## src/rtl/perf_counter_snapshot.sv

```systemverilog
// perf_counter_snapshot: per-channel rising-edge event counters with periodic or
// manual snapshots, streamed out as a byte frame: A5, counter bytes, checksum.
module perf_counter_snapshot #(
  parameter int unsigned NCH    = 8,
  parameter int unsigned CW     = 16,
  parameter int unsigned PERIOD = 60000,
  parameter int unsigned SAT    = 1,
  parameter int unsigned CLR    = 1
) (
  input  logic           clk,
  input  logic           rst,
  input  logic           en_i,
  input  logic [NCH-1:0] ev_i,
  input  logic           snap_i,
  output logic [7:0]     tx_data,
  output logic           tx_valid,
  input  logic           tx_ready,
  output logic           busy_o,
  output logic           overrun_o
);

  localparam int unsigned NB     = CW / 8;
  localparam int unsigned NBYTES = NCH * NB;
  localparam int unsigned TW     = (PERIOD > 2) ? $clog2(PERIOD) : 1;
  localparam int unsigned IDXW   = 7;

  typedef enum logic [1:0] {
    S_IDLE,
    S_HDR,
    S_DATA,
    S_CSUM
  } state_t;

  state_t            state_q, state_d;
  logic [NCH-1:0]    ev_prev_q;
  logic [CW-1:0]     cnt_q  [NCH];
  logic [CW-1:0]     cnt_d  [NCH];
  logic [CW-1:0]     snap_q [NCH];
  logic [CW-1:0]     snap_d [NCH];
  logic [TW-1:0]     timer_q, timer_d;
  logic [IDXW-1:0]   idx_q, idx_d;
  logic [7:0]        csum_q, csum_d;
  logic              overrun_q, overrun_d;

  logic [NCH-1:0]    inc;
  logic              timer_hit;
  logic              trig;
  logic              accept;
  logic [7:0]        data_byte;

  // Edge detection, trigger sources and snapshot acceptance
  always_comb begin
    inc       = en_i ? (ev_i & ~ev_prev_q) : '0;
    timer_hit = (timer_q == TW'(PERIOD - 1));
    trig      = timer_hit | snap_i;
    accept    = trig & (state_q == S_IDLE);
    timer_d   = timer_hit ? '0 : timer_q + TW'(1);
    overrun_d = overrun_q | (trig & (state_q != S_IDLE));
  end

  // Counter update and snapshot capture; the snapshot takes pre-increment values
  // while a restarting counter keeps this cycle's edge so nothing is lost.
  always_comb begin
    for (int unsigned k = 0; k < NCH; k++) begin
      snap_d[k] = accept ? cnt_q[k] : snap_q[k];
      cnt_d[k]  = cnt_q[k];
      if (accept && (CLR != 0)) begin
        cnt_d[k] = CW'(inc[k]);
      end else if (inc[k]) begin
        if ((SAT != 0) && (cnt_q[k] == '1)) begin
          cnt_d[k] = cnt_q[k];
        end else begin
          cnt_d[k] = cnt_q[k] + CW'(1);
        end
      end
    end
  end

  // Select the current DATA byte: channel 0 first, MSB byte first within a channel
  always_comb begin
    data_byte = '0;
    for (int unsigned ch = 0; ch < NCH; ch++) begin
      for (int unsigned j = 0; j < NB; j++) begin
        if (idx_q == IDXW'(ch * NB + j)) begin
          data_byte = snap_q[ch][(CW - 1 - 8 * j) -: 8];
        end
      end
    end
  end

  // Frame FSM next-state and output logic
  always_comb begin
    state_d  = state_q;
    idx_d    = idx_q;
    csum_d   = csum_q;
    tx_valid = 1'b0;
    tx_data  = '0;
    unique case (state_q)
      S_IDLE: begin
        if (accept) begin
          state_d = S_HDR;
          idx_d   = '0;
          csum_d  = '0;
        end
      end
      S_HDR: begin
        tx_valid = 1'b1;
        tx_data  = 8'hA5;
        if (tx_ready) state_d = S_DATA;
      end
      S_DATA: begin
        tx_valid = 1'b1;
        tx_data  = data_byte;
        if (tx_ready) begin
          csum_d = csum_q + data_byte;
          if (idx_q == IDXW'(NBYTES - 1)) begin
            state_d = S_CSUM;
          end else begin
            idx_d = idx_q + IDXW'(1);
          end
        end
      end
      S_CSUM: begin
        tx_valid = 1'b1;
        tx_data  = csum_q;
        if (tx_ready) state_d = S_IDLE;
      end
      default: state_d = S_IDLE;
    endcase
  end

  assign busy_o    = (state_q != S_IDLE);
  assign overrun_o = overrun_q;

  // State registers with asynchronous reset
  always_ff @(posedge clk or posedge rst) begin
    if (rst) begin
      state_q   <= S_IDLE;
      ev_prev_q <= '0;
      timer_q   <= '0;
      idx_q     <= '0;
      csum_q    <= '0;
      overrun_q <= 1'b0;
      for (int unsigned k = 0; k < NCH; k++) begin
        cnt_q[k]  <= '0;
        snap_q[k] <= '0;
      end
    end else begin
      state_q   <= state_d;
      ev_prev_q <= ev_i;
      timer_q   <= timer_d;
      idx_q     <= idx_d;
      csum_q    <= csum_d;
      overrun_q <= overrun_d;
      for (int unsigned k = 0; k < NCH; k++) begin
        cnt_q[k]  <= cnt_d[k];
        snap_q[k] <= snap_d[k];
      end
    end
  end

endmodule
```

## config.mk

```make
export PLATFORM = sky130hd
export DESIGN_NAME = perf_counter_snapshot
export DESIGN_NICKNAME = d
export VERILOG_FILES = /design/src/rtl/perf_counter_snapshot.sv
export SDC_FILE = /design/constraint.sdc
export NUM_CORES = 1
export LEC_CHECK = 0
export CAP_MARGIN = 20
export CORE_MARGIN = 3
export CORE_UTILIZATION = 36
export CTS_BUF_LIST = sky130_fd_sc_hd__clkbuf_8
export CTS_CLUSTER_DIAMETER = 50
export DETAILED_ROUTE_END_ITERATION = 12
export PLACE_DENSITY = 0.57
export REMOVE_ABC_BUFFERS = 1
export SLEW_MARGIN = 10
export SYNTH_ARGS = -nofsm -noshare
export SYNTH_HDL_FRONTEND = slang
export SYNTH_SLANG_ARGS = --single-unit
```

## constraint.sdc

```tcl
create_clock -name clk -period 10.9 [get_ports clk]
set_input_delay 1.635 -clock clk [delete_from_list [all_inputs] [get_ports clk]]
set_output_delay 1.635 -clock clk [all_outputs]
set_load 0.02 [all_outputs]
```

Word level (Yosys, flattened, before mapping)
Cells that the tools add are included.
Widths: inputs -> output; s select.
{ "op_classes": {"reduce_logical": 24, "n_mux": 57, "n_eq_ne": 41, "bitwise_logic": 6, "addsub": 11} }
{ "op_table": {"columns": ["cell", "count"], "rows": [
  ["$mux 16", 25],
  ["$mux 8", 19],
  ["$add 16x1->16 const B", 9],
  ["$eq 16x16->1 const B", 9],
  ["$eq 7x4->1 const B", 8],
  ["$eq 7x3->1 const B", 4],
  ["$ne 2x2->1 const B", 14],
  ["$pmux 8 s3", 1],
  ["$mux 7", 3],
  ["$reduce_bool 2->1", 10],
  ["$pmux 8 s2", 1],
  ["$reduce_and 2->1", 8],
  ["$eq 7x2->1 const B", 2],
  ["$pmux 7 s2", 1],
  ["$mux 2", 5],
  ["$add 8x8->8", 1],
  ["$and 8x8->8", 1],
  ["$not 8->8", 1],
  ["$pmux 2 s4", 1],
  ["$add 7x1->7 const B", 1],
  ["$eq 7x1->1 const B", 1],
  ["$logic_not 7->1", 1],
  ["$reduce_and 5->1", 1],
  ["$eq 2x2->1 const B", 2],
  ["8 further kinds", 10]
]} }
{ "totals": {"input_bits": 13, "reg_bits": 298, "out_inout_bits": 11} }

Logic depth before layout (Yosys ltp)
{ "logic_depth": {"word_depth": 20, "ltp_mapped": 22} }

Least setup slack after synthesis
OpenSTA, ideal clock, no wires.
{ "synth_timing": {"kind": "reg-to-output", "from": "reg idx_q[0]", "to": "out tx_data[0]", "setup_slack_ns": 6.671, "path_stages_with_launch": 13, "path_buffers": 2, "t_required_ns": 9.265, "t_arrival_ns": 2.594, "path_cell_list": "dfrtp_1 -> inv_1 -> ha_1 -> buf_2 -> clkbuf_1 -> a21oi_1 -> o21ai_0 -> a22oi_1 -> o21ai_0 -> o2111ai_1 -> a221oi_1 -> o22ai_1 -> o31ai_1"} }
{ "synth_between": {"elab_chain_cells": 18, "word_cells_on_any_way": 33} }
{ "synth_lines": {"columns": ["item", "line_no", "rtl"], "rows": [
  ["start: declaration", "41", "logic [IDXW-1:0] idx_q, idx_d;"],
  ["start signal: assignment", "152", "idx_q <= idx_d;"],
  ["$logic_not 7->1", "84", "if (idx_q == IDXW'(ch * NB + j)) begin"],
  ["$mux 8 (15 in series)", "84", null],
  ["$mux 8 (*)", "84", null],
  ["$pmux 8 s3 (*)", "98", "unique case (state_q)"],
  ["end: declaration", "15", "output logic [7:0] tx_data,"]
]} }
Mark *: on every way between the ends. The rest lies on a longest branch, timed or not.

Final worst setup path
{ "layout_timing": {"from": "reg idx_q[0]", "to": "out tx_data[1]"} }
Same word-level chain as after synthesis.

==> impl_metrics.ini <==
[run_status]
run_status = finished clean

[floorplan]
fp.dieArea_um2 = 43600
die_y_um = 209
pin_count = 24
die_w_um = 209
core_um2 = 40200
initial_core_util_pct = 36.9
rows = 73

[clock_tree]
clkSinkCount = 298
cts_setup_buffers = 0
cts_tree = done
clockBufferDepth = 3
cts_resized = 0
root_buffer = clkbuf_8
cts_max_level = 2
cts_buffers = 54
insertion_delay_ns = 0.62
cts_hold_buf = 0
clkTransAtPathRegs_ns = 0.06

[flow_run]
cap_violations = 0

[finish]
nets = 1709
nFillCells = 4041
layout.cells.non_filler = 2240
area_growth_pct = 12.3
layout-drive-gt1-share_pct = 7.23

[power_and_ir_drop]
leakage_nw = 7.95
ir_drop_uv = 86.9
cellPowerDensity_nw_per_um2 = 185

[placed_design]
gp_congestion = 0.882
dp_hpwl_um = 24200
port_buffers = 23
dp_cells = 2139
pre_cts_ws_ns = 5.60

[timing]
rsz0062_at_grt = false
finalCriticalPeriod_ns = 6.05
slew_viol_final = 0
tns_ns = 0
fin_worst_skew_ns = 0.0162
hold_viol = 0
period_share_pct = 55.5
setup_slack_ns = 4.85
max_clock_freq_ghz = 0.165
hold_ws_ns = 0.470
worst_pin_slew_ns = 0.984
slew-limit-headroom_pct = 34.2
finalSetupViolCount = 0

[global_route]
groute.usage.overall_pct = 16.6
grt_pass1_vias = 11200
grt_max_degree = 109
antenna_found_initial = 0
grt_pass1_wl_um = 59800
grt.overflow.total = 0

[critical_path]
path_delay_family = compound AO/OA/AOI/OAI gates
crit_arrival_ns = 4.42
cp.required_ns = 9.27
crit_type = register to output port
slowest_delay_ns = 0.77
worst_path_max_delay_cell = ha_1
worst_setup_path_start_kind = register
cp_max_fo = 25
r2r_slack_ns = 6.16
crit_path_end_kind = output port
crit_buf_inv = 2
crit_chain = inv_1, ha_1, nand3_1, nand2_1, o221ai_1, o21ai_0, a21oi_1, o31ai_1, clkdlybuf4s50_1

[yosys]
async_flop_share_pct = 100
synth_seq_cells = 298
synth_area_per_cell_um2 = 8.91
yosysSeqAreaShare_pct = 50.3
ys_warn_count = 0
synth_edf_count = 0
synth_area_um2 = 14800
synth_top_flop_cell = dfrtp_1
synth_cells = 1663
synth_cell_types = 76

[detailed_routing]
viasPerCell = 5.16
antenna_left = 0
drc = 0
dr.pass1.iters = 5
post_drt_wl_per_cell_um = 16.3
drt_iter0_drc = 991
vias = 11600
routed_wirelength_um = 36400

[hold_path]
holdCritPathClass = register to register
==> logic make-up (layout without fill, tap and decap cells) <==
group                    Yosys count  in the layout  synth area share (%)
AO/OA/AOI/OAI                    203            203                  9.13
XOR/XNOR                         121            121                  7.15
adder cells (fa/ha/maj)           26             26                  2.25
buffers and inverters            113            164                  3.35
flip-flops                       298            298                  50.3
multiplexers                      16             16                  1.12
other                              0              1                     0
AND/OR/NAND/NOR                  886            886                  26.7
==> area by class of cell <==
| class | count | area [um2] | area share, % |
|---|---|---|---|
| flip-flops and latches | 298 | 7460 | 44.8 |
| multi-input cells | 1252 | 6880 | 41.4 |
| clock buffers | 77 | 1060 | 6.37 |
| well taps | 525 | 657 | 3.95 |
| repair buffers | 33 | 305 | 1.84 |
| clock inverters | 23 | 150 | 0.903 |
| inverters | 31 | 124 | 0.745 |
| diodes | 1 | 2.50 | 0.0150 |
==> cell usage in the layout, fill, tap and decap left out, types with 6 or more instances in the layout <==
| cell | Yosys | routed |
|---|---|---|
| buf_4 | 5 | 10 |
| a211oi_1 | 7 | 7 |
| and3_1 | 31 | 31 |
| nand4_1 | 38 | 38 |
| clkbuf_8 | 0 | 77 |
| nor2_1 | 179 | 178 |
| o21ai_0 | 60 | 60 |
| clkdlybuf4s50_1 | 0 | 23 |
| nand2_1 | 465 | 465 |
| nand3_1 | 61 | 61 |
| nor2b_1 | 14 | 14 |
| nand3b_1 | 13 | 13 |
| ha_1 | 25 | 25 |
| or3_1 | 12 | 12 |
| a221oi_1 | 9 | 9 |
| xor2_1 | 88 | 88 |
| a31oi_1 | 6 | 6 |
| mux2i_1 | 11 | 11 |
| nor3_1 | 13 | 13 |
| a21oi_1 | 45 | 45 |
| dfrtp_1 | 298 | 298 |
| o22ai_1 | 10 | 10 |
| and4_1 | 14 | 14 |
| and2_1 | 11 | 11 |
| xnor2_1 | 33 | 33 |
| inv_1 | 30 | 46 |
==> through the flow <==
stage          util [%]  cell area, um2  power, mW
2_1_floorplan         -           14400       1.71
3_3_place_gp       38.4           15400       1.94
3_5_place_dp       38.4           15400       1.95
4_1_cts            41.4           16600       3.12
5_1_grt            41.4           16600       3.26
6_report           41.4           16600       3.08
==> synth_stat cells (6+ instances only) <==
| cell | count | area [um2] |
|---|---|---|
| clkbuf_1 | 34 | 128 |
| nor2b_1 | 14 | 87.6 |
| nor2_1 | 179 | 672 |
| a221oi_1 | 9 | 78.8 |
| and2_1 | 11 | 68.8 |
| and4_1 | 14 | 123 |
| o22ai_1 | 10 | 62.6 |
| mux2i_1 | 11 | 110 |
| o21ai_0 | 60 | 300 |
| inv_1 | 30 | 113 |
| nand2_1 | 465 | 1750 |
| and3_1 | 31 | 194 |
| xor2_1 | 88 | 771 |
| dfrtp_1 | 298 | 7460 |
| ha_1 | 25 | 313 |
| buf_2 | 37 | 185 |
| a211oi_1 | 7 | 52.6 |
| nand3b_1 | 13 | 97.6 |
| nor3_1 | 13 | 65.1 |
| a21oi_1 | 45 | 225 |
| a31oi_1 | 6 | 37.5 |
| xnor2_1 | 33 | 289 |
| or3_1 | 12 | 75.1 |
| nand3_1 | 61 | 305 |
| nand4_1 | 38 | 238 |
==> flip-flops by register name, indices dropped and copies added (netlist names) <==
signal / count
cnt_q: 128
snap_q: 128
timer_q: 16
csum_q: 8
ev_prev_q: 8
idx_q: 7
state_q: 2
overrun_o: 1
==> worst paths after layout <==
kind | start | endpoint | cells past startpoint
worst max-delay path | idx_q[0] | tx_data[1] | 9
worst min-delay path | snap_q[41] | snap_q[41] | 2
worst max register to register | idx_q[0] | csum_q[7] | 16
worst min register to register | snap_q[41] | snap_q[41] | 2
max in group asynchronous | rst | cnt_q[46] | 4
min in group asynchronous | rst | timer_q[12] | 2
==> metal layers <==
metal / routed length (um) / track usage, % / vias to the layer above
met4: 947 / 5.91 / 0
met3: 1980 / 3.20 / 60
met5: 0 / 0 / -
met1: 18500 / 25.2 / 5572
li1: - / - / 5627
met2: 15000 / 23.5 / 294
==> where the power goes <==
group	total [mW]	leakage (nW)	switching, mW	internal (mW)
logic	0.659	3.18	0.453	0.206
registers	1.28	4.09	0.0905	1.18
clock network	1.15	0.685	0.476	0.670
total	3.08	7.95	1.02	2.06
==> worst reg2reg max path: stages (launching register included) <==
cell and delay (ns):
dfrtp_1 0.43, inv_1 0.14, ha_1 0.77, nand3_1 0.52, nand2_1 0.23, o221ai_1 0.13
o21ai_0 0.25, a21oi_1 0.17, nor2_1 0.14, ha_1 0.25, a21o_1 0.18, a21oi_1 0.21
o21ai_0 0.16, o41ai_1 0.46, or3_1 0.20, a21oi_1 0.07, a311o_1 0.33
Note: power is estimated with default switching activity, not from simulation.
